**src/rtl/fetch_stage.sv**
```systemverilog
// Instruction fetch stage: PC sequencing, I-cache request handshake and ID pipeline register.
// Optional FETCH_MISALIGN_CHECK_EN adds a sticky misaligned-redirect flag (misaligned_o).
//
// state | meaning
// ------+-------------------------------------------------------------
// IDLE  | out of reset, no request; moves to FETCH next cycle
// FETCH | request at pc_q outstanding, one word per cycle on hits
// HOLD  | word captured while ID stalled; no request outstanding
// FLUSH | redirected while request outstanding; drain then jump
module fetch_stage #(
    parameter logic [31:0] RESET_PC = 32'h0000_0000
) (
    input  logic        clk_i,
    input  logic        reset_i,
    input  logic        next_pc_sel_i,
    input  logic [31:0] redirect_target_i,
    input  logic        pc_stall_i,
    input  logic        id_stall_i,
    output logic        icache_valid_o,
    output logic [31:0] icache_addr_o,
    input  logic        icache_ready_i,
    input  logic [31:0] icache_rd_data_i,
    output logic [31:0] id_pc_o,
    output logic [31:0] id_instr_o,
    output logic        id_valid_o
`ifdef FETCH_MISALIGN_CHECK_EN
    ,
    output logic        misaligned_o
`endif
);

    typedef enum logic [1:0] {IDLE, FETCH, HOLD, FLUSH} state_t;

    state_t      state_q;
    logic [31:0] pc_q;
    logic [31:0] pending_q;
    logic [31:0] hold_q;
    logic [31:0] pc_plus4;
    logic [31:0] target;
    logic        unused_target_lsbs;

    // Redirects always land word-aligned; the low bits only feed the optional flag.
    assign target             = {redirect_target_i[31:2], 2'b00};
    assign unused_target_lsbs = |redirect_target_i[1:0];
    assign pc_plus4           = pc_q + 32'd4;

    // FLUSH keeps the original request on the bus until the cache answers.
    assign icache_valid_o = (state_q == FETCH) || (state_q == FLUSH);
    assign icache_addr_o  = pc_q;

    always_ff @(posedge clk_i) begin
        if (!reset_i) begin
            state_q    <= IDLE;
            pc_q       <= RESET_PC;
            pending_q  <= 32'd0;
            hold_q     <= 32'd0;
            id_pc_o    <= 32'd0;
            id_instr_o <= 32'd0;
            id_valid_o <= 1'b0;
        end else begin
            case (state_q)
                IDLE: begin
                    if (next_pc_sel_i) begin
                        pc_q <= target;
                    end
                    state_q <= FETCH;
                end
                FETCH: begin
                    if (next_pc_sel_i) begin
                        id_valid_o <= 1'b0;
                        if (icache_ready_i) begin
                            pc_q <= target;
                        end else begin
                            pending_q <= target;
                            state_q   <= FLUSH;
                        end
                    end else if (icache_ready_i) begin
                        if (!id_stall_i) begin
                            id_pc_o    <= pc_q;
                            id_instr_o <= icache_rd_data_i;
                            id_valid_o <= 1'b1;
                            if (!pc_stall_i) begin
                                pc_q <= pc_plus4;
                            end
                        end else begin
                            hold_q  <= icache_rd_data_i;
                            state_q <= HOLD;
                        end
                    end else if (!id_stall_i) begin
                        id_valid_o <= 1'b0;
                    end
                end
                HOLD: begin
                    if (next_pc_sel_i) begin
                        pc_q       <= target;
                        id_valid_o <= 1'b0;
                        state_q    <= FETCH;
                    end else if (!id_stall_i) begin
                        id_pc_o    <= pc_q;
                        id_instr_o <= hold_q;
                        id_valid_o <= 1'b1;
                        if (!pc_stall_i) begin
                            pc_q <= pc_plus4;
                        end
                        state_q <= FETCH;
                    end
                end
                FLUSH: begin
                    id_valid_o <= 1'b0;
                    // A redirect arriving with the drain response is the newest target.
                    if (icache_ready_i) begin
                        pc_q    <= next_pc_sel_i ? target : pending_q;
                        state_q <= FETCH;
                    end else if (next_pc_sel_i) begin
                        pending_q <= target;
                    end
                end
                default: state_q <= IDLE;
            endcase
        end
    end

`ifdef FETCH_MISALIGN_CHECK_EN
    always_ff @(posedge clk_i) begin
        if (!reset_i) begin
            misaligned_o <= 1'b0;
        end else if (next_pc_sel_i && unused_target_lsbs) begin
            misaligned_o <= 1'b1;
        end
    end
`endif

endmodule

```
**config.mk**
```make
export PLATFORM = sky130hd
export DESIGN_NAME = fetch_stage
export DESIGN_NICKNAME = d
export VERILOG_FILES = /design/src/rtl/fetch_stage.sv
export SDC_FILE = /design/constraint.sdc
export NUM_CORES = 1
export LEC_CHECK = 0
export BUFFER_PORTS_ARGS = -buffer_cell sky130_fd_sc_hd__buf_2
export CAP_MARGIN = 20
export CORE_MARGIN = 2
export CORE_UTILIZATION = 40
export DETAILED_ROUTE_END_ITERATION = 7
export PLACE_DENSITY_LB_ADDON = 0.12
export SLEW_MARGIN = 20
export SYNTH_ARGS = -nofsm -noshare
export SYNTH_HDL_FRONTEND = slang
export SYNTH_SLANG_ARGS = --single-unit
```
**constraint.sdc**
```tcl
create_clock -name clk_i -period 2.7 [get_ports clk_i]
set_input_delay 0.135 -clock clk_i [delete_from_list [all_inputs] [get_ports clk_i]]
set_output_delay 0.135 -clock clk_i [all_outputs]
set_load 0.02 [all_outputs]
```
==> impl_metrics.toml, run 1 <==
[global_routing]
global_route.usage.total_pct = 22.3
antenna_violations_before_repair = 0
grt_overflow_total = 0
first_pass_grt_wire_length_mm = 35.9
grt_start_max_net_pins = 54
vias_in_the_first_global_route = 6686

[clock_tree]
tritoncts = "built"
clockBufferDepth = 2
cts_buffers = 17
cts_resized = 0
path_clk_slew_ns = 0.07
cts_root_buffer = "clkbuf_16"
postCtsHoldBufs = 62
clkLatencyLatePin_ns = 0.43
cts_sinks = 163
cts_setup_buffers = 0
clock_tree.htree_level_count = 4

[synth]
postSynthRegisterBits = 163
synth.avg_cell_area_um2 = 8.26
syn-cell-area_um2 = 7640
number_of_enable_flip_flop_cells_after_synthesis = 0
postSynth.topFlopCell = "dfxtp_1"
syn-instance-count = 926
synth_nets = 1002
synth.lib_cells_used.distinct = 52
synth_warnings = 0
yosysSeqAreaShare_pct = 42.7
async_flop_share_pct = 0

[timing]
finalHoldViolCount = 0
min_period_over_period_pct = 86.4
totalNegativeSetupSlack_ns = 0
tightest_slew_ns = 0.796
timing.slew.headroom_pct = 46.8
final-setup-viol-count = 0
fin_worst_hold_slack_ns = 0.138
grt_setup_unrepaired = "no"
achievable-frequency_mhz = 429
finalWorstPathRequiredPeriod_ns = 2.33
final_critical_path_setup_slack_ns = 0.367
finalMaxSlewViolations = 0
fin_skew_ns = 0.00723

[worst_setup_path]
worst_setup_path_start_kind = "flop"
critical_path_peak_fanout = 25
critPathCaptureType = "flop"
r2r_setup_slack_ns = 0.37
arrival_ns = 2.64
path_class = "reg -> reg"
reg2reg_to = "id_pc_o[4]"
worst_setup_path_startpoint = "state_q[0]"
setup_crit_end = "id_pc_o[4]"
worstRegToRegCells = 7
worstReg2RegStart = "state_q[0]"
critPathRequiredTime_ns = 3.01

[finish]
post_layout_nonfiller_instances = 1371
num-nets-final = 1200
layout-drive-gt1-share_pct = 21.4
area_delta_synth_final_pct = 29.8
layout.filler_cells = 1830
diodes = 0

[detailed_routing]
post_drt_via_cell_ratio = 5.35
detail_route.wl_per_cell_um = 16.5
first_pass_iters = 5
post-route-drc-count = 0
detailedRoute.firstIterationViolations = 483
vias = 7333
number_of_nets_with_antenna_violations_after_routing = 0
totalWireLength_mm = 22.6

[die]
die_h_um = 142
die-area_um2 = 20200
initial_utilization_pct = 40.9
die_width_um = 142
placementRows = 50
io-pin-count = 168
floorplan.core_area_um2 = 18700

[place]
setup_slack_placement_ns = 0.378
port_buffers = 165
hpwl_mm = 14.4
gp_congestion = 0.810
dp.cells = 1277

[pwr]
total_leakage_power_nw = 4.16
peak_supply_drop_mv = 0.497
power.density_nw_per_um2 = 775

[flow_run]
cap_violations = 0

[hold_path]
timing.hold.worst_path_depth = 3
min-delay-path-class = "in -> reg"

[status]
run_status = "complete, no violations"
-- synthesized netlist by cell type, types with 2 or more instances --
cell | count | area, um2
nand3_1 | 18 | 90.1
xor2_1 | 2 | 17.5
o221ai_1 | 4 | 35.0
nor2_1 | 100 | 375
buf_2 | 13 | 65.1
o22ai_1 | 17 | 106
or2_2 | 4 | 25.0
nor2b_1 | 3 | 18.8
nor4_1 | 6 | 37.5
o21ai_0 | 48 | 240
a22oi_1 | 3 | 22.5
a22o_1 | 22 | 193
clkbuf_1 | 61 | 229
dfxtp_1 | 163 | 3260
nand2_1 | 157 | 589
nand4_1 | 12 | 75.1
a221o_1 | 6 | 60.1
and3_1 | 5 | 31.3
a21oi_1 | 79 | 395
a221oi_1 | 15 | 131
a31oi_1 | 3 | 18.8
nand2b_1 | 3 | 18.8
a211oi_1 | 32 | 240
ha_1 | 6 | 75.1
o211ai_1 | 5 | 37.5
xnor2_1 | 5 | 43.8
and2_1 | 2 | 12.5
or3_1 | 8 | 50.1
a311oi_1 | 5 | 43.8
and4_1 | 3 | 26.3
inv_1 | 9 | 33.8
mux2i_1 | 84 | 841
nor3_1 | 4 | 20.0
-- sequential cells by signal, indices dropped and copies added, names as in the netlist --
name and cells:
id_valid_o 1, hold_q 32, state_q 2, id_instr_o 32, icache_addr_o 32, id_pc_o 32
pending_q 32
-- cell type report --
class                           count  area (um2)  area share (%)
Clock buffer                       17         425            4.29
Inverter                           10        40.0           0.403
Sequential cell                   163        3260            32.9
Clock inverter                     15         173            1.74
Tap cell                          234         293            2.95
Multi-Input combinational cell    679        4060            40.9
Timing Repair Buffer              253        1670            16.8
-- routing by layer --
metal	vias up	GRT usage (%)	wire length [um]
met3	23	4.34	989
met2	176	37.1	10700
met4	0	5.21	261
met1	3430	29.8	10600
met5	-	0	0
li1	3704	-	-
-- power breakdown --
group	leakage (nW)	internal (W)	total [W]	switching, W
clock network	0.294	0.00139	0.00249	0.00109
logic	2.54	0.000842	0.00219	0.00134
registers	1.33	0.00271	0.00302	0.000314
total	4.16	0.00494	0.00769	0.00275
-- critical path, stage by stage, from the launching register on --
cell	delay, ns
dfxtp_1	0.39
inv_1	0.10
ha_1	0.42
inv_1	0.13
or3_2	0.68
buf_12	0.25
mux2i_1	0.17
nor2_1	0.05
-- cells in the final DEF, fill, tap and decap left out, drive strengths merged, types with 4 or more instances in the layout --
cell type,n
or3,8
a211oi,33
o21ai,48
dlygate4sd3,62
a22o,22
nor3,4
a311oi,5
xnor2,5
mux2i,84
a21oi,80
a221oi,15
nor4,6
and4,4
o211ai,6
clkinv,6
inv,16
o22ai,17
and3,6
clkbuf,17
nand2,157
a221o,6
o221ai,4
nand3,19
ha,6
buf,191
nor2,100
nand4,13
dfxtp,163
or2,4
-- per-stage QoR --
step	cell area [um2]	total power (W)	util, %
after detailed placement	8710	0.00518	46.5
after floorplan	7640	0.00442	-
after global placement	8710	0.00517	46.5
after global routing	9920	0.00811	53.1
final	9920	0.00769	53.1
after CTS	9920	0.00775	53.1
-- worst min-delay path by stage --
stage	slack [ns]	start	to
floorplan	0.27	icache_rd_data_i[0]	hold_q[0]
global placement	0.39	icache_rd_data_i[23]	hold_q[23]
CTS	0.14	reset_i	id_pc_o[9]
finish	0.14	reset_i	id_pc_o[9]
detailed placement	0.39	icache_rd_data_i[7]	hold_q[7]
global route	0.15	reset_i	id_pc_o[10]
-- cell families after synthesis --
logic type / count (synthesis) / synth area share (%)
multiplexers: 84 / 11.0
buffers and inverters: 84 / 4.34
XOR/XNOR: 7 / 0.802
AO/OA/AOI/OAI: 250 / 21.3
adder cells (fa/ha/maj): 6 / 0.982
AND/OR/NAND/NOR: 332 / 18.9
flip-flops: 163 / 42.7
Note: power is estimated with default switching activity, not from simulation.
==> inputs of run 2 (changes only) <==
ABC_AREA = 1   (was default)
==> impl_metrics.toml, run 2 <==
[pwr]
power.density_nw_per_um2 = 848
peak_supply_drop_mv = 0.451
total_leakage_power_nw = 4.52
fin_total_pwr_w = 0.00862

[place]
port_buffers = 165
detailed_place.area_um2 = 9220
hpwl_mm = 16.1
dp.cells = 1612
gp_congestion = 0.820

[synth]
synth.lib_cells_used.distinct = 35
dominant_cell_by_count_in_the_synthesized_netlist = "nand2_1"
postSynthRegisterBits = 163
synth.area.top_cells = "dfxtp_1 40%, a21oi_1 14%, nand2_1 12%, o21ai_0 9.2%, nor2_1 7.3%"
post-synth-top-area-cell = "dfxtp_1"
synth.avg_cell_area_um2 = 6.66
area_share_of_the_largest_cell_type_after_synthesis_pct = 39.7
synth.cells.most_frequent = "270 x nand2_1, 227 x a21oi_1, 163 x dfxtp_1"
synth_warnings = 0
async_flop_share_pct = 0
syn-instance-count = 1235
postSynth.topFlopCell = "dfxtp_1"
synth_nets = 1311
number_of_enable_flip_flop_cells_after_synthesis = 0
syn-cell-area_um2 = 8220
yosysSeqAreaShare_pct = 39.7

[finish]
final_common_cell = "nand2_1"
final_design_area_no_fill_um2 = 10200
area_delta_synth_final_pct = 23.5
num-nets-final = 1473
post_layout_nonfiller_instances = 1681
layout-drive-gt1-share_pct = 18.5
final_cell_mix = "270 x nand2_1, 227 x a21oi_1, 164 x buf_2"

[global_routing]
global_route.usage.total_pct = 22.5
grt_start_max_net_pins = 82
vias_in_the_first_global_route = 7855
grt_overflow_total = 0
first_pass_grt_wire_length_mm = 39.8
antenna_violations_before_repair = 3

[clock_tree]
cts_root_buffer = "clkbuf_16"
cts_sinks = 163
clkLatencyLatePin_ns = 0.43
cts_buffers = 17
clock_tree.htree_level_count = 4
clockBufferDepth = 2
tritoncts = "built"
path_clk_slew_ns = 0.07

[timing]
finalHoldViolCount = 0
totalNegativeSetupSlack_ns = 0
tightest_slew_ns = 1.03
fin_skew_ns = 0.0137
min_period_over_period_pct = 82.1
achievable-frequency_mhz = 451
timing.slew.headroom_pct = 31.1
finalWorstPathRequiredPeriod_ns = 2.22
finalMaxSlewViolations = 0
final-setup-viol-count = 0
grt_setup_unrepaired = "no"

[die]
io-pin-count = 168
floorplan.core_area_um2 = 20200
die_width_um = 147
die_h_um = 147
placementRows = 52
die-area_um2 = 21700
initial_utilization_pct = 40.6

[status]
run_status = "complete, no violations"

[detailed_routing]
vias = 8426
detail_route.wl_per_cell_um = 14.4
detailedRoute.firstIterationViolations = 515
first_pass_iters = 7
number_of_nets_with_antenna_violations_after_routing = 0
totalWireLength_mm = 24.2
post-route-drc-count = 0
post_drt_via_cell_ratio = 5.01

[worst_setup_path]
arrival_ns = 2.57
critPathRequiredTime_ns = 3.06
worstRegToRegCells = 10
cp_slowest_stage_delay_ns = 0.38
path_class = "reg -> reg"
critical_path_peak_fanout = 46
crit_chain = "inv_1 > ha_1 > inv_2 > nor2_2 > nor3_1 > nand2_2 > inv_1 > buf_12 > o21ai_0 > a21oi_1"
critPathCaptureType = "flop"
critical_path.most_common_cell = "inv_1"
worst_setup_path_start_kind = "flop"
worst_path_max_delay_cell = "dfxtp_1"

[hold_path]
min-delay-path-class = "in -> reg"
timing.hold.worst_path_depth = 3

[flow_run]
cap_violations = 0
run 2: cell count changes in the layout (fill, tap and decap cells not counted), moves of 22 or more:
cell and change:
inv_1 +58, dlygate4sd3_1 -26, a21oi_1 +148, a22o_1 -22, o21ai_0 +105, nor2_1 +61
nand2_1 +113, mux2i_1 -84, a211oi_1 -32
run 2: final cells by class:
| cell class | instances | area, um2 |
|---|---|---|
| clock inverter | 15 | 153 |
| antenna | 1 | 2.50 |
| tap | 270 | 338 |
| clock buffer | 17 | 425 |
| multi-input combinational | 921 | 4320 |
| timing repair buffer | 222 | 1380 |
| fill | 2045 | 10100 |
| inverter | 72 | 273 |
| sequential | 163 | 3260 |
run 2: report_power, final:
part           internal, W  switching [W]  total, W
sequential         0.00288       0.000385   0.00326
combinational     0.000996        0.00195   0.00295
clock              0.00124        0.00117   0.00241
run 2: path summary, 6_finish.rpt:
path | end | slack, ns | from
setup reg to reg | id_pc_o[11] | 0.48 | state_q[1]
setup / recovery | id_pc_o[11] | 0.48 | state_q[1]
hold / removal | pending_q[31] | 0.02 | redirect_target_i[31]
hold reg to reg | pending_q[1] | 0.47 | pending_q[1]
run 2: kinds of logic after synthesis:
group           Yosys count  share of synthesized area (%)
simple gates            499                           25.3
compound gates          410                           25.7
flops                   163                           39.7
buf+inv                 151                           7.80
xor+xnor                  6                          0.639
fa+ha+maj                 6                          0.913
run 2: per-stage QoR:
stage          util, %  hold WS [ns]  setup slack, ns
2_1_floorplan        -         0.284            0.904
3_3_place_gp      45.6         0.384            0.584
3_5_place_dp      45.6         0.394            0.512
4_1_cts           50.2       0.00328            0.499
5_1_grt           50.2        0.0175            0.263
6_report          50.2        0.0208            0.485
run 2: timing repair:
action                    CTS  global route
gates resized for setup     0             0
hold buffers               36             0
setup buffers               0             0
hold endpoints to repair   36             0
run 2: per-layer routing:
metal  vias to the layer above  global-route usage, %  wire length, um
met1                      3780                   30.3            11700
li1                       4412                      -                -
met5                         -                      0               21
met4                         4                   5.58              293
met2                       208                   36.5            10800
met3                        22                   5.59             1430
run 2: critical path, delay by kind of cell, from the launching register on:
family | cells | cell delay (ns)
adders and majority gates | 1 | 0.26
and+or+nand+nor | 3 | 0.52
buffers and inverters | 4 | 0.66
AOI/OAI and AO/OA | 2 | 0.29
DFF | 1 | 0.38
==> inputs of run 3 (changes only) <==
clock period = 2.2 ns   (was 2.7 ns; I/O delays follow)
==> impl_metrics.toml, run 3 (same netlist as run 2, synthesis figures left out) <==
[status]
run_status = "complete, no violations"

[timing]
finalHoldViolCount = 0
finalWorstPathRequiredPeriod_ns = 1.96
grt_setup_unrepaired = "no"
achievable-frequency_mhz = 509
min_period_over_period_pct = 89.2
fin_worst_hold_slack_ns = 0.0161
finalMaxSlewViolations = 0
fin_skew_ns = 0.0124
tightest_slew_ns = 0.611
final-setup-viol-count = 0
totalNegativeSetupSlack_ns = 0
timing.slew.headroom_pct = 59.3

[global_routing]
grt_start_max_net_pins = 65
first_pass_grt_wire_length_mm = 39.0
grt_overflow_total = 0
global_route.usage.total_pct = 22.0
antenna_violations_before_repair = 3
vias_in_the_first_global_route = 7790

[finish]
final_cell_mix = "270 x nand2_1, 227 x a21oi_1, 164 x buf_2"
final_util_pct = 51.0
area_delta_synth_final_pct = 25.4
num-nets-final = 1487
final_common_cell = "nand2_1"
layout-drive-gt1-share_pct = 19.0

[clock_tree]
path_clk_slew_ns = 0.07
cts_sinks = 163
cts_buffers = 17
cts_root_buffer = "clkbuf_16"
cts_setup_buffers = 0
clkLatencyLatePin_ns = 0.44
clock_tree.htree_level_count = 4
tritoncts = "built"
clockBufferDepth = 2

[flow_run]
cap_violations = 0

[worst_setup_path]
cp_slowest_stage_delay_ns = 0.33
critPathCaptureType = "flop"
critical_path_peak_fanout = 27
worst_path_max_delay_cell = "dfxtp_1"
crit_buf_inv = 4
worst_path_dominant_cell_family = "buffers and inverters"
worst_setup_path_start_kind = "flop"
critPathRequiredTime_ns = 2.50
arrival_ns = 2.27
path_class = "reg -> reg"
crit_chain = "inv_1 > ha_1 > inv_2 > nor2_2 > nor2_4 > nand3_4 > nand2_4 > inv_6 > buf_4 > nor2_1 > nand2_1 > a21oi_1"

[place]
hpwl_mm = 16.3
gp_congestion = 0.834
port_buffers = 165

[die]
die_h_um = 147
initial_utilization_pct = 40.6
die-area_um2 = 21700
io-pin-count = 168
placementRows = 52
die_width_um = 147
floorplan.core_area_um2 = 20200

[pwr]
power.density_nw_per_um2 = 1040
total_leakage_power_nw = 4.61
peak_supply_drop_mv = 0.540

[detailed_routing]
first_pass_iters = 5
post_drt_via_cell_ratio = 5.00
vias = 8477
detail_route.wl_per_cell_um = 14.2
detailedRoute.firstIterationViolations = 366
totalWireLength_mm = 24.0
number_of_nets_with_antenna_violations_after_routing = 0
post-route-drc-count = 0

[hold_path]
min-delay-path-class = "in -> reg"
run 3: cell count changes in the layout (fill, tap and decap cells not counted), moves of 3 or more:
cell,delta
clkinv_4,+3
inv_6,-3
buf_4,+8
dlygate4sd3_1,+5
run 3: cell type report:
type                            count  area (um2)
Antenna cell                        1        2.50
Clock buffer                       18         439
Clock inverter                     14         161
Fill cell                        2023        9920
Inverter                           72         275
Multi-Input combinational cell    921        4320
Sequential cell                   163        3260
Tap cell                          270         338
Timing Repair Buffer              236        1510
run 3: worst paths after layout:
check	start	to	slack (ns)	cells past startpoint
min reg2reg	pending_q[0]	pending_q[0]	0.47	2
min	redirect_target_i[30]	pending_q[30]	0.02	3
max	state_q[1]	icache_addr_o[23]	0.24	12
max reg2reg	state_q[1]	icache_addr_o[23]	0.24	12
run 3: metal layers:
metal | vias up | GRT usage, % | wire, um
li1 | 4428 | - | -
met1 | 3767 | 29.1 | 11200
met2 | 253 | 36.2 | 10900
met3 | 25 | 5.03 | 1590
met4 | 4 | 6.35 | 325
met5 | - | 0 | 24
run 3: worst reg2reg max path, delay by kind of cell, from the launching register on:
family	cells	cell delay, ns
buffers and inverters	4	0.62
AND/OR/NAND/NOR	6	0.59
flip-flops	1	0.33
adder cells (fa/ha/maj)	1	0.26
AO/OA/AOI/OAI	1	0.05
run 3: stage by stage:
step	total power [W]	instances	instance area (um2)	setup slack (ns)
floorplan	0.00649	1235	8220	0.404
global placement	0.00763	1621	9300	0.233
detailed placement	0.00767	1621	9300	0.194
CTS	0.0108	1694	10300	0.167
global route	0.0115	1694	10300	0.0463
finish	0.0107	1695	10300	0.237
run 3: where the power goes:
| group | switching (W) | internal [W] | total [W] |
|---|---|---|---|
| clock network | 0.00139 | 0.00166 | 0.00305 |
| registers | 0.000460 | 0.00353 | 0.00399 |
| logic | 0.00242 | 0.00127 | 0.00369 |
| total | 0.00427 | 0.00646 | 0.0107 |
run 3: what timing repair did:
action | in CTS | in global routing
resized for setup | 0 | 1
setup endpoints to repair | 0 | 6
hold buffers | 41 | 0
hold endpoints to repair | 42 | 0
